`config.mk`:
```
export PLATFORM = sky130hd
export DESIGN_NAME = wm_block_gather_flat
export DESIGN_NICKNAME = d
export VERILOG_FILES = /design/src/rtl/wm_block_gather_pkg.sv /design/src/rtl/wm_block_gather_if.sv /design/src/rtl/wm_block_gather_line_buf.sv /design/src/rtl/wm_block_gather.sv /design/src/flat_wrapper.sv
export SDC_FILE = /design/constraint.sdc
export NUM_CORES = 1
export LEC_CHECK = 0
export CAP_MARGIN = 10
export CORE_ASPECT_RATIO = 1.5
export CORE_MARGIN = 10
export CORE_UTILIZATION = 45
export CTS_CLUSTER_DIAMETER = 120
export DETAILED_ROUTE_END_ITERATION = 16
export GPL_ROUTABILITY_DRIVEN = 0
export PLACE_DENSITY = 0.65
export SETUP_SLACK_MARGIN = 0.3
export SLEW_MARGIN = 40
export SYNTH_ARGS = -nofsm -noshare
export SYNTH_HDL_FRONTEND = slang
export SYNTH_SLANG_ARGS = --single-unit
export TNS_END_PERCENT = 1
```
`constraint.sdc`:
```
create_clock -name clk -period 2.25 [get_ports clk]
set_input_delay 0.45 -clock clk [delete_from_list [all_inputs] [get_ports clk]]
set_output_delay 0.45 -clock clk [all_outputs]
set_load 0.01 [all_outputs]
```
`src/rtl/wm_block_gather_pkg.sv`:
```
// Shared constants and row-phase encoding for the 2x2 block gatherer.
package wm_pkg;

    localparam int PIX_W_DEF      = 8;
    localparam int IMG_WIDTH_DEF  = 8;
    localparam int IMG_HEIGHT_DEF = 8;

    typedef enum logic {
        ROW_TOP = 1'b0,
        ROW_BOT = 1'b1
    } row_state_t;

endpackage

```
`src/rtl/wm_block_gather_if.sv`:
```
// Pixel-in / block-out handshake bundle between the gatherer and its neighbours.
interface wm_block_gather_if #(
    parameter int PIX_W = 8
);
    logic [PIX_W-1:0] pix_in;
    logic             pix_valid;
    logic             pix_ready;
    logic [PIX_W-1:0] Data1;
    logic [PIX_W-1:0] Data2;
    logic [PIX_W-1:0] Data3;
    logic [PIX_W-1:0] Data4;
    logic             blk_valid;
    logic             blk_ready;
    logic             frame_done;

    modport master (
        output pix_in, pix_valid, blk_ready,
        input  pix_ready, Data1, Data2, Data3, Data4, blk_valid, frame_done
    );

    modport slave (
        input  pix_in, pix_valid, blk_ready,
        output pix_ready, Data1, Data2, Data3, Data4, blk_valid, frame_done
    );
endinterface

```
`src/rtl/wm_block_gather_line_buf.sv`:
```
// One-line pixel store: a single write port and two asynchronous read ports
// so both top-row pixels of a block are available on the bottom-right accept.
module wm_line_buf #(
    parameter int PIX_W  = 8,
    parameter int DEPTH  = 8,
    parameter int ADDR_W = 3
) (
    input  logic              clk,
    input  logic              we,
    input  logic [ADDR_W-1:0] waddr,
    input  logic [PIX_W-1:0]  wdata,
    input  logic [ADDR_W-1:0] raddr_a,
    input  logic [ADDR_W-1:0] raddr_b,
    output logic [PIX_W-1:0]  rdata_a,
    output logic [PIX_W-1:0]  rdata_b
);
    logic [PIX_W-1:0] mem_q [DEPTH];

    // Contents need no reset: every entry is rewritten on a top row before use.
    always_ff @(posedge clk) begin
        if (we) begin
            mem_q[waddr] <= wdata;
        end
    end

    assign rdata_a = mem_q[raddr_a];
    assign rdata_b = mem_q[raddr_b];
endmodule

```
`src/rtl/wm_block_gather.sv`:
```
// Regroups a raster pixel stream into non-overlapping 2x2 blocks using one
// line buffer; the top row is buffered, the bottom row completes each block.
module wm_block_gather
    import wm_pkg::*;
#(
    parameter int PIX_W      = PIX_W_DEF,
    parameter int IMG_WIDTH  = IMG_WIDTH_DEF,
    parameter int IMG_HEIGHT = IMG_HEIGHT_DEF
) (
    input  logic             clk,
    input  logic             rst_n,
    wm_block_gather_if.slave bus
);
    localparam int COL_W = (IMG_WIDTH  > 1) ? $clog2(IMG_WIDTH)  : 1;
    localparam int ROW_W = (IMG_HEIGHT > 1) ? $clog2(IMG_HEIGHT) : 1;
    localparam logic [COL_W-1:0] COL_LAST = COL_W'(IMG_WIDTH - 1);
    localparam logic [ROW_W-1:0] ROW_LAST = ROW_W'(IMG_HEIGHT - 1);

    row_state_t       state_q, state_d;
    logic [COL_W-1:0] col_q, col_d;
    logic [ROW_W-1:0] row_q, row_d;
    logic [PIX_W-1:0] hold_q, hold_d;
    logic [PIX_W-1:0] data_q [4];
    logic [PIX_W-1:0] data_d [4];
    logic             blk_valid_q, blk_valid_d;
    logic             frame_done_q, frame_done_d;

    logic             pix_ready, accept, line_end, frame_end, load_blk, lb_we;
    logic [COL_W-1:0] rd_addr_left;
    logic [PIX_W-1:0] rd_left, rd_right;

    // Input stalls only while a finished block is held and not being taken.
    assign pix_ready    = !(blk_valid_q && !bus.blk_ready);
    assign accept       = bus.pix_valid && pix_ready;
    assign line_end     = (col_q == COL_LAST);
    assign frame_end    = line_end && (row_q == ROW_LAST);
    assign load_blk     = accept && (state_q == ROW_BOT) && col_q[0];
    assign lb_we        = accept && (state_q == ROW_TOP);
    assign rd_addr_left = col_q & ~COL_W'(1);

    wm_line_buf #(
        .PIX_W (PIX_W),
        .DEPTH (IMG_WIDTH),
        .ADDR_W(COL_W)
    ) u_line_buf (
        .clk    (clk),
        .we     (lb_we),
        .waddr  (col_q),
        .wdata  (bus.pix_in),
        .raddr_a(rd_addr_left),
        .raddr_b(col_q),
        .rdata_a(rd_left),
        .rdata_b(rd_right)
    );

    always_ff @(posedge clk or negedge rst_n) begin
        if (!rst_n) begin
            state_q <= ROW_TOP;
        end else begin
            state_q <= state_d;
        end
    end

    always_comb begin
        state_d = state_q;
        unique case (state_q)
            ROW_TOP: if (accept && line_end) state_d = ROW_BOT;
            ROW_BOT: if (accept && line_end) state_d = ROW_TOP;
            default: state_d = ROW_TOP;
        endcase
    end

    always_comb begin
        col_d        = col_q;
        row_d        = row_q;
        hold_d       = hold_q;
        blk_valid_d  = blk_valid_q;
        frame_done_d = 1'b0;
        for (int i = 0; i < 4; i++) begin
            data_d[i] = data_q[i];
        end

        if (accept) begin
            if (line_end) begin
                col_d = '0;
                row_d = frame_end ? '0 : row_q + ROW_W'(1);
            end else begin
                col_d = col_q + COL_W'(1);
            end
            if ((state_q == ROW_BOT) && !col_q[0]) begin
                hold_d = bus.pix_in;
            end
        end

        if (blk_valid_q && bus.blk_ready) begin
            blk_valid_d = 1'b0;
        end

        // A new block overrides a same-cycle completion, keeping valid high.
        if (load_blk) begin
            data_d[0]    = rd_left;
            data_d[1]    = rd_right;
            data_d[2]    = hold_q;
            data_d[3]    = bus.pix_in;
            blk_valid_d  = 1'b1;
            frame_done_d = frame_end;
        end
    end

    always_ff @(posedge clk or negedge rst_n) begin
        if (!rst_n) begin
            col_q        <= '0;
            row_q        <= '0;
            hold_q       <= '0;
            blk_valid_q  <= 1'b0;
            frame_done_q <= 1'b0;
            for (int i = 0; i < 4; i++) begin
                data_q[i] <= '0;
            end
        end else begin
            col_q        <= col_d;
            row_q        <= row_d;
            hold_q       <= hold_d;
            blk_valid_q  <= blk_valid_d;
            frame_done_q <= frame_done_d;
            for (int i = 0; i < 4; i++) begin
                data_q[i] <= data_d[i];
            end
        end
    end

    assign bus.pix_ready  = pix_ready;
    assign bus.Data1      = data_q[0];
    assign bus.Data2      = data_q[1];
    assign bus.Data3      = data_q[2];
    assign bus.Data4      = data_q[3];
    assign bus.blk_valid  = blk_valid_q;
    assign bus.frame_done = frame_done_q;
endmodule

```
`src/flat_wrapper.sv`:
```
// flat-port wrapper written by rule: the top's interface ports become plain ports
module wm_block_gather_flat import wm_pkg::*;
#(
    parameter int PIX_W      = PIX_W_DEF,
    parameter int IMG_WIDTH  = IMG_WIDTH_DEF,
    parameter int IMG_HEIGHT = IMG_HEIGHT_DEF
)
  (clk, rst_n, bus_pix_in, bus_pix_valid, bus_blk_ready, bus_pix_ready, bus_Data1, bus_Data2, bus_Data3, bus_Data4, bus_blk_valid, bus_frame_done);
  wm_block_gather_if #(.PIX_W(PIX_W)) bus_i ();
  input  logic clk;
  input  logic rst_n;
  input wire logic [$bits(bus_i.pix_in)-1:0] bus_pix_in;
  input wire logic [$bits(bus_i.pix_valid)-1:0] bus_pix_valid;
  input wire logic [$bits(bus_i.blk_ready)-1:0] bus_blk_ready;
  output wire logic [$bits(bus_i.pix_ready)-1:0] bus_pix_ready;
  output wire logic [$bits(bus_i.Data1)-1:0] bus_Data1;
  output wire logic [$bits(bus_i.Data2)-1:0] bus_Data2;
  output wire logic [$bits(bus_i.Data3)-1:0] bus_Data3;
  output wire logic [$bits(bus_i.Data4)-1:0] bus_Data4;
  output wire logic [$bits(bus_i.blk_valid)-1:0] bus_blk_valid;
  output wire logic [$bits(bus_i.frame_done)-1:0] bus_frame_done;
  assign bus_i.pix_in = bus_pix_in;
  assign bus_i.pix_valid = bus_pix_valid;
  assign bus_i.blk_ready = bus_blk_ready;
  assign bus_pix_ready = bus_i.pix_ready;
  assign bus_Data1 = bus_i.Data1;
  assign bus_Data2 = bus_i.Data2;
  assign bus_Data3 = bus_i.Data3;
  assign bus_Data4 = bus_i.Data4;
  assign bus_blk_valid = bus_i.blk_valid;
  assign bus_frame_done = bus_i.frame_done;
  wm_block_gather #(.PIX_W(PIX_W), .IMG_WIDTH(IMG_WIDTH), .IMG_HEIGHT(IMG_HEIGHT)) u_core (.clk(clk), .rst_n(rst_n), .bus(bus_i));
endmodule
```
==> parameters.txt <==
Parameter                              Value

Detailed routing
  Detailed route wirelength on metal3    between 300 and 400 um
  Met2 WL    between 4000 and 5000 um
  Mean number of vias per cell    5.14
  Average wire per standard cell    18.7 um
  DRC violations left    0
  Metal-1 WL    ~3700 um
  Number of nets still failing antenna checks after routing    0
  Detailed Routing Iterations Pass 1    4
  Top layer in use    met4
  Total wirelength of the detailed-routed design    9010 um
  Iter 0 DRT Violations    77
  Total vias in the final route    about 2,500

Floorplan
  Core region area    10,200 sq um
  IO Count    47
  Y dimension of the die    between 100 and 150 um
  Die extent in x    103 um
  Starting utilization of the core area    between 40% and 50%
  Standard-cell rows    between 40 and 50
  Total Die Area    15,000 sq um

Yosys
  Number of distinct standard cells referenced by the synthesized netlist    26
  Number of warnings reported in the yosys synthesis log    0
  Proportion of synthesized chip area in sequential cells    67.0%
  Synthesized net count    275
  Post-synthesis cell area    4700 sq um
  Post-synthesis cell count    259
  Mapped Avg Cell Area    18.2 sq um
  Number of register bits inferred by synthesis    between 100 and 150

Setup path
  Start-to-end type of the worst setup path    flop to primary output
  Worst r2r path cells    4
  Setup crit end kind    primary output
  Delay contributed by the slowest stage of the critical path    approximately 0.55 ns
  Worst setup path start    u_core.bus.Data3[0]$_DFFE_PN0P_
  Worst r2r dst    u_core.row_q[1]$_DFFE_PN0P_
  Maximum fanout along the worst path    2
  Endpoint arrival time on the critical path    1.30 ns
  Sum of buffers and inverters on the critical path    1
  Worst path slowest cell    sky130_fd_sc_hd__clkdlybuf4s50_1
  Crit-path cells    clkdlybuf4s50_1
  Critical path required time    1.80 ns
  Gate family responsible for the most delay along the worst path    buffers and inverters
  CP startpoint kind    flop
  Worst r2r src    u_core.col_q[0]$_DFFE_PN0N_
  Reg-to-reg setup timing slack    between 0.5 and 0.6 ns

Clock network
  Number of levels the H-tree was split into    4
  Number of buffers inserted for hold repair after clock tree synthesis    0
  Root buf cell    sky130_fd_sc_hd__clkbuf_16
  CTS Buffer Depth    2
  Clock tree from TritonCTS    built
  Clk_lat worst skew    0.40 ns
  Number of CTS-inserted buffers    17
  Clock input transition at the sequential cells of the worst setup and hold paths    0.05 ns
  Clk sink count    about 110

Layout
  Cell area after layout    5880 sq um
  Fraction of final layout cells with drive strength greater than 1    28.2%
  Net count, final    343
  Number of diodes    0
  Final instance count without filler cells    481
  Area growth from synthesis to layout    25.0%

STA
  Worst-case clock skew    0.00563 ns
  Final critical-path required period    1.75 ns
  Final count of hold timing violations    0
  Number of max-slew violations in the final report    0
  Peak clock frequency supported by timing    571 MHz
  Slew Limit Headroom    63.4%
  Hold Worst Slack    0.0304 ns
  RSZ-0062 raised after global routing    false
  Worst Tran Pin Value    0.549 ns
  Period utilization    77.9%
  Final TNS setup    0 ns
  Total of endpoints with negative setup slack in the final report    0

Placement
  Dpl cell area    5390 sq um
  Dpl cells    approximately 450
  Count of input and output buffers    46
  Hpwl dp    6210 um

GRT
  GRT overflow    0
  Pin count of the biggest net entering global routing    30
  Number of antenna violations at the first check in global routing    0
  Overall global routing resource usage    13.0%
  First-pass GRT wire length    14,700 um
  Via count of the first global-routing pass    2,650

Hold path
  Worst Hold Class    input pin to asynchronous set/reset pin

Job
  Max cap viols    0

Status
  Run status    complete, no violations

Pwr
  Power per cell area    1370 nW/um^2
  Static leakage    2.34 nW
  Maximum VDD drop    0.000815 V
[worst max-delay path by stage]
| stage | endpoint | cells after the start |
|---|---|---|
| after floorplan | u_core.u_line_buf.mem_q[2][0]$_DFFE_PP_ | 4 |
| after global placement | u_core.u_line_buf.mem_q[4][1]$_DFFE_PP_ | 6 |
| after detailed placement | u_core.u_line_buf.mem_q[0][6]$_DFFE_PP_ | 6 |
| after CTS | bus_Data3[5] | 1 |
| after global routing | u_core.u_line_buf.mem_q[0][1]$_DFFE_PP_ | 6 |
| final | bus_Data3[0] | 1 |
[metal layers]
layer	vias to the layer above	track usage, %
met3	18	4.46
met2	50	20.8
met1	1281	14.9
li1	1125	-
met4	0	6.56
met5	-	0
[logic make-up after synthesis]
group | Yosys count | synth area share (%)
DFF | 113 | 67.0
and+or+nand+nor | 25 | 3.11
buffers and inverters | 22 | 3.41
muxes | 94 | 25.3
adders and majority gates | 4 | 1.06
xor gates and xnor gates | 1 | 0.186
[repair_timing]
| item | CTS | global route |
|---|---|---|
| hold endpoints to repair | 0 | 0 |
| resized for setup | 1 | 0 |
| buffers inserted | 0 | 0 |
| setup endpoints to repair | 1 | 0 |
[sequential cells by signal (all words and copies together), names as in the netlist]
name	flops
u_core.u_line_buf.mem_q	64
u_core.bus.frame_done	1
u_core.bus.blk_valid	1
u_core.state_q	1
u_core.col_q	3
u_core.bus.Data2	8
u_core.bus.Data4	8
u_core.row_q	3
u_core.bus.Data3	8
u_core.bus.Data1	8
u_core.hold_q	8
[stage by stage]
stage	power (W)	setup WS (ns)	utilization (%)
floorplan	0.00495	0.108	-
global placement	0.00592	0.177	52.9
detailed placement	0.00599	0.122	52.9
CTS	0.00821	0.473	57.7
global route	0.00853	0.409	57.7
finish	0.00808	0.498	57.7
[cells in the mapped netlist]
cell type	count	area [sq um]
sky130_fd_sc_hd__edfxtp_1	64	1920
sky130_fd_sc_hd__dfrtp_1	49	1230
sky130_fd_sc_hd__nor4_1	3	18.8
sky130_fd_sc_hd__mux4_2	16	360
sky130_fd_sc_hd__buf_4	2	15.0
sky130_fd_sc_hd__nand2b_1	3	18.8
sky130_fd_sc_hd__nor2_1	7	26.3
sky130_fd_sc_hd__nor2b_1	2	12.5
sky130_fd_sc_hd__mux2i_1	40	400
sky130_fd_sc_hd__clkbuf_2	1	5.00
sky130_fd_sc_hd__nand4b_2	1	15.0
sky130_fd_sc_hd__buf_6	2	22.5
sky130_fd_sc_hd__buf_1	2	7.51
sky130_fd_sc_hd__xnor2_1	1	8.76
sky130_fd_sc_hd__nand3_1	1	5.00
sky130_fd_sc_hd__nand2_1	4	15.0
sky130_fd_sc_hd__nand4b_1	1	8.76
sky130_fd_sc_hd__ha_1	4	50.1
sky130_fd_sc_hd__nand4_2	1	12.5
sky130_fd_sc_hd__buf_2	4	20.0
sky130_fd_sc_hd__mux2_2	37	417
sky130_fd_sc_hd__mux2_1	1	11.3
sky130_fd_sc_hd__inv_1	8	30.0
sky130_fd_sc_hd__nor3_1	1	5.00
sky130_fd_sc_hd__nor4b_1	1	8.76
sky130_fd_sc_hd__buf_12	3	60.1
[cell type report]
class / count / area [sq um]
Inverter: 8 / 30.0
Fill cell: 786 / 4310
Tap cell: 141 / 176
Sequential cell: 113 / 3150
Clock buffer: 22 / 444
Clock inverter: 10 / 45.0
Timing Repair Buffer: 63 / 632
Multi-Input combinational cell: 124 / 1400
[power by group]
| group | internal (W) | leakage [nW] | switching, W |
|---|---|---|---|
| combinational | 0.00164 | 0.937 | 0.00112 |
| clock | 0.00137 | 0.237 | 0.000826 |
| sequential | 0.00278 | 1.16 | 0.000337 |
[placed cells by master (no fill, tap or decap), drive strengths merged, types with 7 or more instances in the layout]
cell           instances
clkdlybuf4s50         44
clkinv                 9
clkbuf                22
mux2i                 40
edfxtp                64
mux4                  16
dfrtp                 49
nor2                   7
inv                    8
buf                   18
mux2                  38
Power figures use the tool's default switching activity.
